--- config.mk ---
export PLATFORM = sky130hd
export DESIGN_NAME = pulse_transmitter_multichannel
export DESIGN_NICKNAME = d
export VERILOG_FILES = /design/src/rtl/pulse_transmitter_multichannel.sv
export SDC_FILE = /design/constraint.sdc
export NUM_CORES = 1
export LEC_CHECK = 0
export ABC_AREA = 1
export CAP_MARGIN = 5
export CORE_MARGIN = 4
export CORE_UTILIZATION = 59
export DETAILED_ROUTE_END_ITERATION = 10
export MAX_ROUTING_LAYER = met4
export PLACE_DENSITY = 0.73
export RECOVER_POWER = 100
export SYNTH_ARGS = -nofsm -noshare
export SYNTH_HDL_FRONTEND = slang
export SYNTH_SLANG_ARGS = --single-unit
--- constraint.sdc ---
create_clock -name clk -period 5.6 [get_ports clk]
set_clock_uncertainty 0.15 [all_clocks]
set_input_delay 1.12 -clock clk [delete_from_list [all_inputs] [get_ports clk]]
set_output_delay 1.12 -clock clk [all_outputs]
set_load 0.03 [all_outputs]
--- src/rtl/pulse_transmitter_multichannel.sv ---
// Multi-channel pulse transmitter: each channel replays a window of 2-bit symbols
// from a shared symbol memory, with a per-symbol duration table and prescaler.
module pulse_transmitter_multichannel #(
    parameter int NUM_CH    = 2,
    parameter int MEM_WORDS = 8,
    parameter int DUR_WIDTH = 8
) (
    input  logic        clk,
    input  logic        rst_n,
    input  logic [7:0]  ui_in,
    input  logic [5:0]  address,
    input  logic [31:0] data_in,
    input  logic [1:0]  data_write_n,
    input  logic [1:0]  data_read_n,
    output logic [31:0] data_out,
    output logic        data_ready,
    output logic [7:0]  uo_out,
    output logic        user_interrupt
);
    localparam int SI = $clog2(MEM_WORDS * 16);
    localparam int WI = $clog2(MEM_WORDS);
    localparam logic [3:0]    CH_MASK = 4'((1 << NUM_CH) - 1);
    localparam logic [SI-1:0] IDX_ONE = SI'(1);

    logic [31:0]          mem [MEM_WORDS];
    logic [DUR_WIDTH-1:0] dur [4];
    logic [SI-1:0]        ch_start [4];
    logic [SI-1:0]        ch_end [4];
    logic [7:0]           ch_loops [4];
    logic [3:0]           ch_forever;
    logic [3:0]           presc, idle_lvl, invert, irq_en, done;
    logic [3:0]           running, ch_out, done_set;
    logic [31:0]          left_all;
    logic [27:0]          pc_all;

    logic       wr32, ctrl_wr;
    logic [3:0] w1c, start_req, stop_req;
    logic       unused_inputs;

    assign wr32      = (data_write_n == 2'b10);
    assign ctrl_wr   = (address == 6'h00) && (wr32 || data_write_n == 2'b00);
    assign w1c       = ctrl_wr ? data_in[3:0] : 4'h0;
    // Start/stop live above the low byte, so only full-word writes can reach them.
    assign start_req = (address == 6'h00 && wr32) ? (data_in[11:8] & CH_MASK) : 4'h0;
    assign stop_req  = (address == 6'h00 && wr32) ? (data_in[19:16] & CH_MASK) : 4'h0;

    always_ff @(posedge clk) begin
        if (!rst_n) begin
            for (int s = 0; s < 4; s++) begin
                dur[s]      <= '0;
                ch_start[s] <= '0;
                ch_end[s]   <= '0;
                ch_loops[s] <= '0;
            end
            ch_forever <= 4'h0;
            presc      <= 4'h0;
            idle_lvl   <= 4'h0;
            invert     <= 4'h0;
            irq_en     <= 4'h0;
            done       <= 4'h0;
        end else begin
            done <= ((done & ~w1c) | done_set) & CH_MASK;
            if (wr32) begin
                if (address == 6'h04) begin
                    for (int s = 0; s < 4; s++)
                        dur[s] <= data_in[8*s +: DUR_WIDTH];
                end
                if (address == 6'h08) begin
                    presc    <= data_in[3:0];
                    idle_lvl <= data_in[7:4] & CH_MASK;
                    invert   <= data_in[11:8] & CH_MASK;
                    irq_en   <= data_in[15:12] & CH_MASK;
                end
                if (address[5:4] == 2'b01 && CH_MASK[address[3:2]]) begin
                    ch_start[address[3:2]]   <= data_in[SI-1:0];
                    ch_end[address[3:2]]     <= data_in[8 +: SI];
                    ch_loops[address[3:2]]   <= data_in[23:16];
                    ch_forever[address[3:2]] <= data_in[24];
                end
            end
        end
    end

    // Symbol memory keeps its contents across reset.
    always_ff @(posedge clk) begin
        if (wr32 && address[5])
            mem[address[2 +: WI]] <= data_in;
    end

    for (genvar c = 0; c < 4; c++) begin : g_ch
        if (c < NUM_CH) begin : g_on
            logic          run, pend, lvl;
            logic [SI-1:0] pc, nxt_pc;
            logic [7:0]    left;
            logic [23:0]   timer, base, load_cnt;
            logic [31:0]   word;
            logic [1:0]    sym;
            logic          at_end, expire, again;

            // Timer holds remaining cycles minus one; expiry is the cycle it reads zero.
            assign at_end   = (pc == ch_end[c]);
            assign nxt_pc   = (!run || at_end) ? ch_start[c] : pc + IDX_ONE;
            assign word     = mem[nxt_pc[SI-1:4]];
            assign sym      = word[{nxt_pc[3:0], 1'b0} +: 2];
            assign base     = 24'(dur[sym]) + 24'd1;
            assign load_cnt = (base << presc) - 24'd1;
            assign expire   = run && (timer == 24'd0);
            assign again    = !at_end || ch_forever[c] || (left != 8'd0);
            assign done_set[c] = expire && !again && !stop_req[c];

            always_ff @(posedge clk) begin
                if (!rst_n) begin
                    run   <= 1'b0;
                    pend  <= 1'b0;
                    lvl   <= 1'b0;
                    timer <= 24'd0;
                    pc    <= '0;
                    left  <= 8'd0;
                end else if (stop_req[c]) begin
                    run  <= 1'b0;
                    pend <= 1'b0;
                    pc   <= ch_start[c];
                    left <= ch_loops[c];
                end else if (pend || (expire && again)) begin
                    run   <= 1'b1;
                    pend  <= 1'b0;
                    pc    <= nxt_pc;
                    lvl   <= sym[1];
                    timer <= load_cnt;
                    if (pend)
                        left <= ch_loops[c];
                    else if (at_end && !ch_forever[c])
                        left <= left - 8'd1;
                end else if (expire) begin
                    run  <= 1'b0;
                    pc   <= ch_start[c];
                    left <= ch_loops[c];
                end else if (run) begin
                    timer <= timer - 24'd1;
                end else begin
                    pc   <= ch_start[c];
                    left <= ch_loops[c];
                    pend <= start_req[c];
                end
            end

            assign running[c]          = run;
            assign ch_out[c]           = (run ? lvl : idle_lvl[c]) ^ invert[c];
            assign left_all[8*c +: 8]  = left;
            assign pc_all[7*c +: 7]    = 7'(pc);
        end else begin : g_off
            assign running[c]          = 1'b0;
            assign ch_out[c]           = 1'b0;
            assign done_set[c]         = 1'b0;
            assign left_all[8*c +: 8]  = 8'd0;
            assign pc_all[7*c +: 7]    = 7'd0;
        end
    end

    always_comb begin
        data_out = 32'h0;
        if (address < 6'h10)
            data_out = {20'h0, running, 4'h0, done};
        else if (address[5:4] == 2'b01 && CH_MASK[address[3:2]])
            data_out = {15'h0, running[address[3:2]], left_all[8*address[3:2] +: 8],
                        1'b0, pc_all[7*address[3:2] +: 7]};
    end

    assign data_ready     = 1'b1;
    assign uo_out         = {ch_out, 4'h0};
    assign user_interrupt = |(done & irq_en);
    assign unused_inputs  = &{1'b0, ui_in, data_read_n};

endmodule
; After elaboration in Yosys (flattened, before gate mapping)
; Memory sizes are Yosys's and may differ from the RTL's.
; Index checks and enable logic that the tools add are counted.
[classes]
magnitude_cmp = 3
div_mod_pow = 0
n_eq_ne = 12
bitwise = 17
mux = 70
mul = 1
n_reduce_logical = 62
n_shift = 6
n_addsub = 10
[ops]
columns = op, n
row1 = $mux 24, 6
row2 = $mux 8, 17
row3 = $sub 24x1->24 const B, 4
row4 = $mux 7, 12
row5 = $shiftx 32x6->2, 2
row6 = $logic_not 24->1, 2
row7 = $shl 9x4->24, 2
row8 = $mux 17, 2
row9 = $shiftx 32x6->8, 1
row10 = $shiftx 28x6->7, 1
row11 = $mux 1, 23
row12 = $add 8x1->9 const B, 2
row13 = $reduce_and 2->1, 8
row14 = $reduce_bool 8->1, 2
row15 = $sub 8x1->8 const B, 2
row16 = $logic_and 1x1->1, 15
row17 = $add 7x1->7 const B, 2
row18 = $eq 7x7->1, 2
row19 = $reduce_or 7->1, 2
row20 = $mux 2, 6
row21 = $logic_not 1->1, 10
row22 = $logic_or 1x1->1, 9
row23 = $ne 4x2->1 const B, 2
row24 = $ne 4x3->1 const B, 2
row25 = other kinds (26), 45
[word_totals]
ramBits = 376
romBits = 0
n_memories = 5
register_bits = 100
wordCells = 204
latchBits = 0
[mem_list]
columns = name, depth, width, rd, rd_ports_with_merged_regs, write_ports, line_no
row1 = mem, 8, 32, 2, 0, 1, 25  ; logic [31:0] mem [MEM_WORDS];
row2 = ch_loops, 4, 8, 2, 0, 4, 29  ; logic [7:0] ch_loops [4];
row3 = dur, 4, 8, 2, 0, 4, 26  ; logic [DUR_WIDTH-1:0] dur [4];
row4 = ch_end, 4, 7, 2, 0, 4, 28  ; logic [SI-1:0] ch_end [4];
row5 = ch_start, 4, 7, 2, 0, 4, 27  ; logic [SI-1:0] ch_start [4];

; Longest topological paths before layout
; Gate-level depths: netlist of run 1.
; An unclocked memory read counts as a cell.
[logic_depth]
word_depth = 11
mapped_depth = 43
ltp_nobuf = 41

; Worst setup path before layout of run 1
; No wires, ideal clock.
[synth_path]
path_type = input to register
start = input address[3]
end = memory mem[0][0], enable pin
n_path_buf = 1
t_required_ps = 4989
path_slack_ps = 1055
cell_stages = 4
arrival_time_ps = 3933
path_cell_list = clkbuf_1 -> nor2_1 -> inv_1 -> nor3_1
[synth_rtl]
columns = element, line_no
row1 = start: declaration, 11  ; input logic [5:0] address,
row2 = end: declaration, 25
; No word-level cell before the write port.

; Final worst setup path of run 1
[layout_path]
start = register g_ch[1].g_on.pc[5]
end = register g_ch[1].g_on.timer[21]
[layout_via]
elab_chain_cells = 10
elab_cells_between_ends = 19
cone_classes = 3 x add/sub / 2 x eq/ne / 2 x shift / 2 x mux / 8 x reduce/logical / 2 x memory
[layout_rtl]
columns = element, line_no
row1 = start: declaration, 93  ; logic [SI-1:0] pc, nxt_pc;
row2 = start signal: assignment, 122  ; pc <= ch_start[c];
row3 = start signal: assignment, 127  ; pc <= nxt_pc;
row4 = start signal: assignment, 136  ; pc <= ch_start[c];
row5 = "parallel branches: the longest is 10 deep, another holds $mem_v2 8x32", --
row6 = end signal: assignment, 129  ; timer <= load_cnt;
row7 = end signal: assignment, 139  ; timer <= timer - 24'd1;
row8 = end: declaration, 95  ; logic [23:0] timer, base, load_cnt;
; Parallel ways; which one is timed is not known.
; A chain may end at the register's enable or synchronous reset.

==> results by group, run 1 <==
Placement
  • # placed instances: 3916
  • RePlAce Congestion: 0.982
  • Post-detailed-placement half-perimeter wirelength: 55100 um
  • Placement-stage cell area: 27200 um2
  • Buffers added on ports: 60

Yosys
  • Area share of the leading cell type in the synthesized netlist: 0.388
  • Most numerous cell in the Yosys netlist: sky130_fd_sc_hd__nand2_1
  • Syn Inst Count: 3308
  • Register bit total from synthesis: 430
  • Mean cell area of the mapped netlist: 7.77 um2
  • Synth top area cells: sky130_fd_sc_hd__edfxtp_1 39%, sky130_fd_sc_hd__nand3_1 15%, sky130_fd_sc_hd__nand2_1 14%
  • Total standard cell area after synthesis: 25700 um2
  • Sequential-to-total area share from yosys stat: 0.464
  • Library cell with the largest summed area after synthesis: sky130_fd_sc_hd__edfxtp_1
  • Async set or reset register ratio after synthesis: 0
  • Top FF cell, synth: sky130_fd_sc_hd__edfxtp_1
  • Post-synth EDFFs: 332
  • Synth top cells by count: 930 x sky130_fd_sc_hd__nand2_1, 761 x sky130_fd_sc_hd__nand3_1, 332 x sky130_fd_sc_hd__edfxtp_1
  • Library cells used by synthesis: 58
  • Synth warn: 0

Worst setup path
  • Critical path start-end classification: register to register
  • Data required time of the worst path: 5.95 ns
  • Stage delay of the slowest cell on the critical path: 0.47 ns
  • Worst path bufs/invs: 7
  • Critical path arrival: 5.66 ns
  • Crit path max fanout: 19
  • Startpoint Class: register
  • Largest delay share family, worst path: simple AND/OR/NAND/NOR gates
  • Most Frequent Cell on Critical Path: sky130_fd_sc_hd__nand2_1
  • Cell at the slowest stage of the critical path: sky130_fd_sc_hd__dfxtp_1
  • Worst setup EP type: register

Clock network
  • Clock sinks: 430
  • CTS tree: built
  • H-Tree Level Count: 2
  • Clock transition at the registers of the reported paths: 0.06 ns
  • CTS Buf Count: 47
  • Number of buffers between clock root and the deepest sink: 3
  • Clock root buffer: sky130_fd_sc_hd__clkbuf_16
  • Worst-Skew Late Latency: 0.61 ns

Route
  • Per-cell via count in the routed design: 6.12
  • Number of vias after detailed routing: 24900
  • Routed Wire Length: 86700 um
  • First-iteration detailed-routing DRC count: 3485
  • Antenna-violating nets left: 0
  • Drt drc: 0
  • First-pass iteration count of the detailed router: 9
  • WL per Instance: 21.3 um

Power and ir drop
  • Worst VDD drop: 0.302 mV
  • Total power draw: 8890 uW
  • Leakage power figure: 0.0128 uW
  • Pwr per Cell Area: 299 nW/um2

STA
  • Final-report hold violation count: 0
  • Worst slew margin: -1.03
  • Least-Margin Pin Slew: 3.04 ns
  • Post-layout min period: 5.31 ns
  • Pins over their slew limit: 313
  • Max Clk Rate: 0.188 GHz
  • Final setup violating endpoints: 0
  • Final Cycle Share: 0.949

GRT
  • Number of global-route vias before repair: 23100
  • Total GRT Usage: 0.357
  • Antenna violations before repair: 1
  • Largest net degree at the start of global routing: 69
  • Gr ovfl total: 0
  • Global-route wire length before repair: 128000 um

Floorplanning
  • Standard cell core area: 43100 um2
  • Die Wd: 217 um
  • Count of boundary I/O pins: 94
  • Initial standard-cell utilization of the core: 0.597
  • Number of placement rows: 76
  • Vertical extent of the die: 217 um
  • Die area: 47000 um2

Status
  • Failing checks: capacitance limit, slew limit
  • Result of the run: finished with violations

Layout
  • Post-Layout Inst Area: 29700 um2
  • Filler cell count in the final layout: 3511
  • Share of the core filled with cells: 0.690
  • Count of non-filler cells in the finished layout: 4064
  • Area growth from synthesis to layout: 15.7%
  • Layout cell share with drive strength beyond 1: 0.128
  • # nets final: 3500

Run
  • Max Cap Violations: 11

Min path
  • Worst hold-check path type: register to register
==> routing by layer <==
| layer | vias up | wire [um] | GRT usage |
|---|---|---|---|
| met5 | - | 0 | - |
| met1 | 11500 | 33600 | 0.480 |
| met3 | 292 | 11100 | 0.0670 |
| met4 | 0 | 3520 | 0.138 |
| met2 | 1635 | 38500 | 0.540 |
| li1 | 11400 | - | - |
==> kinds of logic after synthesis <==
| kind of cell | Yosys count | share of synthesized area |
|---|---|---|
| compound gates | 272 | 0.0644 |
| other cells | 2 | 0.000292 |
| simple gates | 2086 | 0.366 |
| buf+inv | 482 | 0.0918 |
| xor+xnor | 28 | 0.00954 |
| flops | 430 | 0.464 |
| fa+ha+maj | 8 | 0.00389 |
==> flip-flops by register name, indices dropped and copies added (netlist names) <==
register / flops
mem: 256
g_ch.g_on.timer: 48
dur: 32
ch_loops: 16
g_ch.g_on.left: 16
ch_end: 14
ch_start: 14
g_ch.g_on.pc: 14
presc: 4
ch_forever: 2
done: 2
g_ch.g_on.lvl: 2
g_ch.g_on.pend: 2
g_ch.g_on.run: 2
idle_lvl: 2
invert: 2
irq_en: 2
==> metrics by stage <==
step                setup WS, ns  setup TNS (ns)  hold slack (ns)
floorplan                   1.06               0            0.304
global placement           0.151               0            0.316
detailed placement        0.0323               0            0.325
CTS                       0.0304               0            0.340
global route             -0.0532          -0.338            0.372
finish                     0.285               0            0.337
==> where the power goes <==
part           internal (uW)  switching, uW  leakage [uW]
Clock                   1850           1340      0.000777
Sequential              3520           58.9       0.00383
Combinational            739           1380       0.00818
Total                   6110           2780        0.0128
==> path summary, 6_finish.rpt <==
path                      startpoint  slack (ns)                endpoint  depth (start not counted)
hold / removal         ch_forever[1]        0.34           ch_forever[1]                          2
setup / recovery  g_ch[1].g_on.pc[5]        0.29  g_ch[1].g_on.timer[21]                         42
hold reg to reg        ch_forever[1]        0.34           ch_forever[1]                          2
setup reg to reg  g_ch[1].g_on.pc[5]        0.29  g_ch[1].g_on.timer[21]                         42
==> worst register-to-register path: cells and delay by family (launching register included) <==
kind,cells,cell delay [ns]
flip-flops,1,0.47
buffers and inverters,7,0.86
adder cells (fa/ha/maj),1,0.19
AND/OR/NAND/NOR,34,3.53
==> layout make-up <==
cell class              instances  area [um2]  area share
inverters                     287        1090      0.0367
clock buffers                  60        1320      0.0443
repair buffers                254        2570      0.0863
multi-input cells            2420       11800       0.398
diodes                          1        2.50   0.0000842
clock inverters                27         259     0.00871
flip-flops and latches        430       11900       0.402
well taps                     585         732      0.0246
==> placed cells by master, fill, tap and decap left out, types with 8 or more instances in the layout <==
| master | n |
|---|---|
| sky130_fd_sc_hd__a22oi_1 | 18 |
| sky130_fd_sc_hd__nor2_2 | 25 |
| sky130_fd_sc_hd__nor4_1 | 10 |
| sky130_fd_sc_hd__nand2_1 | 923 |
| sky130_fd_sc_hd__nand4_1 | 26 |
| sky130_fd_sc_hd__inv_2 | 16 |
| sky130_fd_sc_hd__clkbuf_16 | 60 |
| sky130_fd_sc_hd__dlygate4sd3_1 | 38 |
| sky130_fd_sc_hd__nor3_1 | 17 |
| sky130_fd_sc_hd__edfxtp_1 | 332 |
| sky130_fd_sc_hd__buf_4 | 136 |
| sky130_fd_sc_hd__buf_6 | 8 |
| sky130_fd_sc_hd__clkdlybuf4s50_1 | 21 |
| sky130_fd_sc_hd__a31oi_1 | 19 |
| sky130_fd_sc_hd__a21oi_1 | 72 |
| sky130_fd_sc_hd__buf_12 | 16 |
| sky130_fd_sc_hd__nor2_4 | 14 |
| sky130_fd_sc_hd__o211ai_1 | 32 |
| sky130_fd_sc_hd__inv_1 | 258 |
| sky130_fd_sc_hd__a211oi_1 | 8 |
| sky130_fd_sc_hd__nand3_2 | 37 |
| sky130_fd_sc_hd__clkinv_1 | 13 |
| sky130_fd_sc_hd__nand3_1 | 740 |
| sky130_fd_sc_hd__conb_1 | 23 |
| sky130_fd_sc_hd__nor2_1 | 221 |
| sky130_fd_sc_hd__dfxtp_1 | 90 |
| sky130_fd_sc_hd__o21ai_0 | 81 |
| sky130_fd_sc_hd__nand2_4 | 13 |
| sky130_fd_sc_hd__clkbuf_1 | 19 |
| sky130_fd_sc_hd__xnor2_1 | 9 |
| sky130_fd_sc_hd__xor2_1 | 17 |
| sky130_fd_sc_hd__o21ai_1 | 10 |
| sky130_fd_sc_hd__nand2_2 | 32 |
| sky130_fd_sc_hd__or2_2 | 8 |
| sky130_fd_sc_hd__clkinv_2 | 13 |
==> repair_timing <==
action	4_1_cts	5_1_grt
buffers inserted	0	46
hold buffers	0	0
endpoints found under the hold margin	0	0
setup endpoints to repair	0	39
gates resized for setup	0	91
No activity file was read; power rests on OpenSTA's default activity.
==> run 2: changes to the inputs <==
--- a/config.mk
+++ b/config.mk
@@ -7,7 +7,6 @@
 export LEC_CHECK = 0
 export ABC_AREA = 1
 export CAP_MARGIN = 5
-export CORE_MARGIN = 4
 export CORE_UTILIZATION = 59
 export DETAILED_ROUTE_END_ITERATION = 10
 export MAX_ROUTING_LAYER = met4
==> run 2 against run 1 <==
  * The flow still finishes with violations (capacitance limit, slew limit)
  * Critical path depth is 6 lower
  * Global-route usage is 2.9 points higher
  * Register-to-register slack hardly changed
  * Wire length is 2.0% lower
  * Hold slack better by 0.010 ns
  * Largest power group unchanged
==> results by group, run 2 (synthesis gave the netlist of run 1 again) <==
Floorplanning
  • Count of boundary I/O pins: 94
  • Die area: 44400 um2
  • Standard cell core area: 43000 um2
  • Number of placement rows: 76
  • Vertical extent of the die: 211 um
  • Initial standard-cell utilization of the core: 0.598
  • Die Wd: 211 um

Layout
  • Leading cell types in the layout, fill and taps excluded: 924 x sky130_fd_sc_hd__nand2_1, 745 x sky130_fd_sc_hd__nand3_1, 332 x sky130_fd_sc_hd__edfxtp_1
  • Area growth from synthesis to layout: 13.0%
  • Most frequent standard cell in the layout excluding fill and tap cells: sky130_fd_sc_hd__nand2_1
  • Layout cell share with drive strength beyond 1: 0.105
  • Number of flip-flops in the largest register: 256
  • # nets final: 3439
  • Share of the core filled with cells: 0.676
  • Post-Layout Inst Area: 29000 um2
  • Filler cell count in the final layout: 3587

GRT
  • Number of global-route vias before repair: 23200
  • Antenna violations before repair: 1
  • Global-route wire length before repair: 128000 um
  • Total GRT Usage: 0.385
  • Largest net degree at the start of global routing: 69
  • Gr ovfl total: 0

Route
  • Length of routed wiring on met1: 32900 um
  • Antenna-violating nets left: 0
  • Uppermost layer routed: met4
  • First-iteration detailed-routing DRC count: 3285
  • Drt drc: 0
  • Total length of routed met2 wires: 38100 um
  • Number of vias after detailed routing: 24700
  • WL per Instance: 21.2 um
  • First-pass iteration count of the detailed router: 6
  • Per-cell via count in the routed design: 6.17
  • Routed Wire Length: 85000 um
  • Wire length on met3: 10600 um

STA
  • Setup WS post-layout: 0.291 ns
  • Final-report hold violation count: 0
  • Pins over their slew limit: 299
  • Post-layout min period: 5.31 ns
  • Least-Margin Pin Slew: 3.09 ns
  • Setup TNS after final layout: 0 ns
  • Final setup violating endpoints: 0
  • Worst slew margin: -1.07
  • Final Cycle Share: 0.948
  • Max Clk Rate: 0.188 GHz

Worst setup path
  • Largest delay share family, worst path: simple AND/OR/NAND/NOR gates
  • Stage delay of the slowest cell on the critical path: 0.42 ns
  • Setup crit end: g_ch[1].g_on.timer[12]
  • Crit path max fanout: 20
  • Startpoint Class: register
  • Crit. Startpoint: ch_end[1][0]
  • Worst reg2reg setup slack: 0.29 ns
  • Data required time of the worst path: 5.98 ns
  • End of the worst register-to-register path: g_ch[1].g_on.timer[12]
  • Most Frequent Cell on Critical Path: sky130_fd_sc_hd__nand3_1
  • Worst path bufs/invs: 5
  • Logic depth of the worst path, buffers included: 36
  • Critical path start-end classification: register to register
  • Worst setup EP type: register
  • Length in cells of the worst reg-to-reg path: 36
  • Reg2Reg Launch Point: ch_end[1][0]
  • Cell at the slowest stage of the critical path: sky130_fd_sc_hd__edfxtp_1
  • Critical path arrival: 5.69 ns

Power and ir drop
  • Leakage power figure: 0.0124 uW
  • Worst VDD drop: 0.239 mV
  • Sw power: 2740 uW
  • Pwr per Cell Area: 300 nW/um2
  • Comb pwr share: 0.235
  • Total power draw: 8720 uW
  • Sequential fraction of design power: 0.411
  • Fraction of power consumed by the clock network: 0.354
  • Internal power consumption: 5970 uW
  • Switching power share of the total: 0.315

Clock network
  • CTS Buf Count: 47
  • Number of hold-repair buffers added at the cts stage: 0
  • Clock transition at the registers of the reported paths: 0.06 ns
  • Number of buffers between clock root and the deepest sink: 3
  • CTS tree: built
  • H-Tree Level Count: 2
  • Clock root buffer: sky130_fd_sc_hd__clkbuf_16
  • Clock sinks: 430
  • Worst-Skew Late Latency: 0.61 ns

Min path
  • Hold Path Origin: ch_forever[0]
  • Worst hold-check path type: register to register

Placement
  • RePlAce Congestion: 0.971
  • Post-detailed-placement half-perimeter wirelength: 54700 um
  • Placement-stage cell area: 27000 um2
  • Worst-case setup slack after placement: 0.162 ns
  • Buffers added on ports: 60

Run
  • Max Cap Violations: 10

Status
  • Failing checks: capacitance limit, slew limit
  • Result of the run: finished with violations
-- run 2: area by class of cell --
class / count / area (um2) / area share
flip-flops and latches: 430 / 11900 / 0.411
multi-input cells: 2418 / 11700 / 0.403
repair buffers: 195 / 2080 / 0.0715
clock buffers: 62 / 1250 / 0.0432
inverters: 287 / 1090 / 0.0375
well taps: 585 / 732 / 0.0252
clock inverters: 25 / 239 / 0.00823
diodes: 1 / 2.50 / 0.0000861
-- run 2: repair_timing --
| item | 4_1_cts | 5_1_grt |
|---|---|---|
| resized for setup | 0 | 71 |
| setup buffers | 0 | 9 |
| endpoints found under the setup margin | 0 | 38 |
-- run 2: power groups by stage --
| stage | Combinational, uW | Clock (uW) | Sequential, uW |
|---|---|---|---|
| floorplan | 1360 | 0 | 3630 |
| global placement | 1870 | 0 | 3640 |
| detailed placement | 1910 | 0 | 3640 |
| CTS | 1920 | 3100 | 3580 |
| global route | 2240 | 3220 | 3590 |
| finish | 2050 | 3090 | 3580 |
-- run 2: metrics by stage --
| stage | std cells | hold WS [ns] |
|---|---|---|
| 2_1_floorplan | 3329 | 0.304 |
| 4_1_cts | 3983 | 0.343 |
| 3_5_place_dp | 3896 | 0.330 |
| 6_report | 4003 | 0.347 |
| 3_3_place_gp | 3896 | 0.316 |
| 5_1_grt | 4003 | 0.365 |
-- run 2: worst min path at each step --
stage	depth (start not counted)	to	slack, ns
2_1_floorplan	2	ch_forever[0]	0.30
3_3_place_gp	2	ch_forever[1]	0.32
3_5_place_dp	2	ch_forever[0]	0.33
4_1_cts	2	ch_forever[0]	0.34
5_1_grt	2	g_ch[0].g_on.lvl	0.36
6_report	2	ch_forever[0]	0.35
-- run 2: routing by layer --
metal	GRT usage	vias to the layer above
met3	0.0666	279
met4	0.154	0
li1	-	11300
met1	0.519	11500
met5	-	-
met2	0.580	1619
-- run 2: tightest hold or removal path, cell delays in order, from the launching register on --
cell and delay (ns):
sky130_fd_sc_hd__dfxtp_1 0.33, sky130_fd_sc_hd__nand3_1 0.07, sky130_fd_sc_hd__o21ai_0 0.06
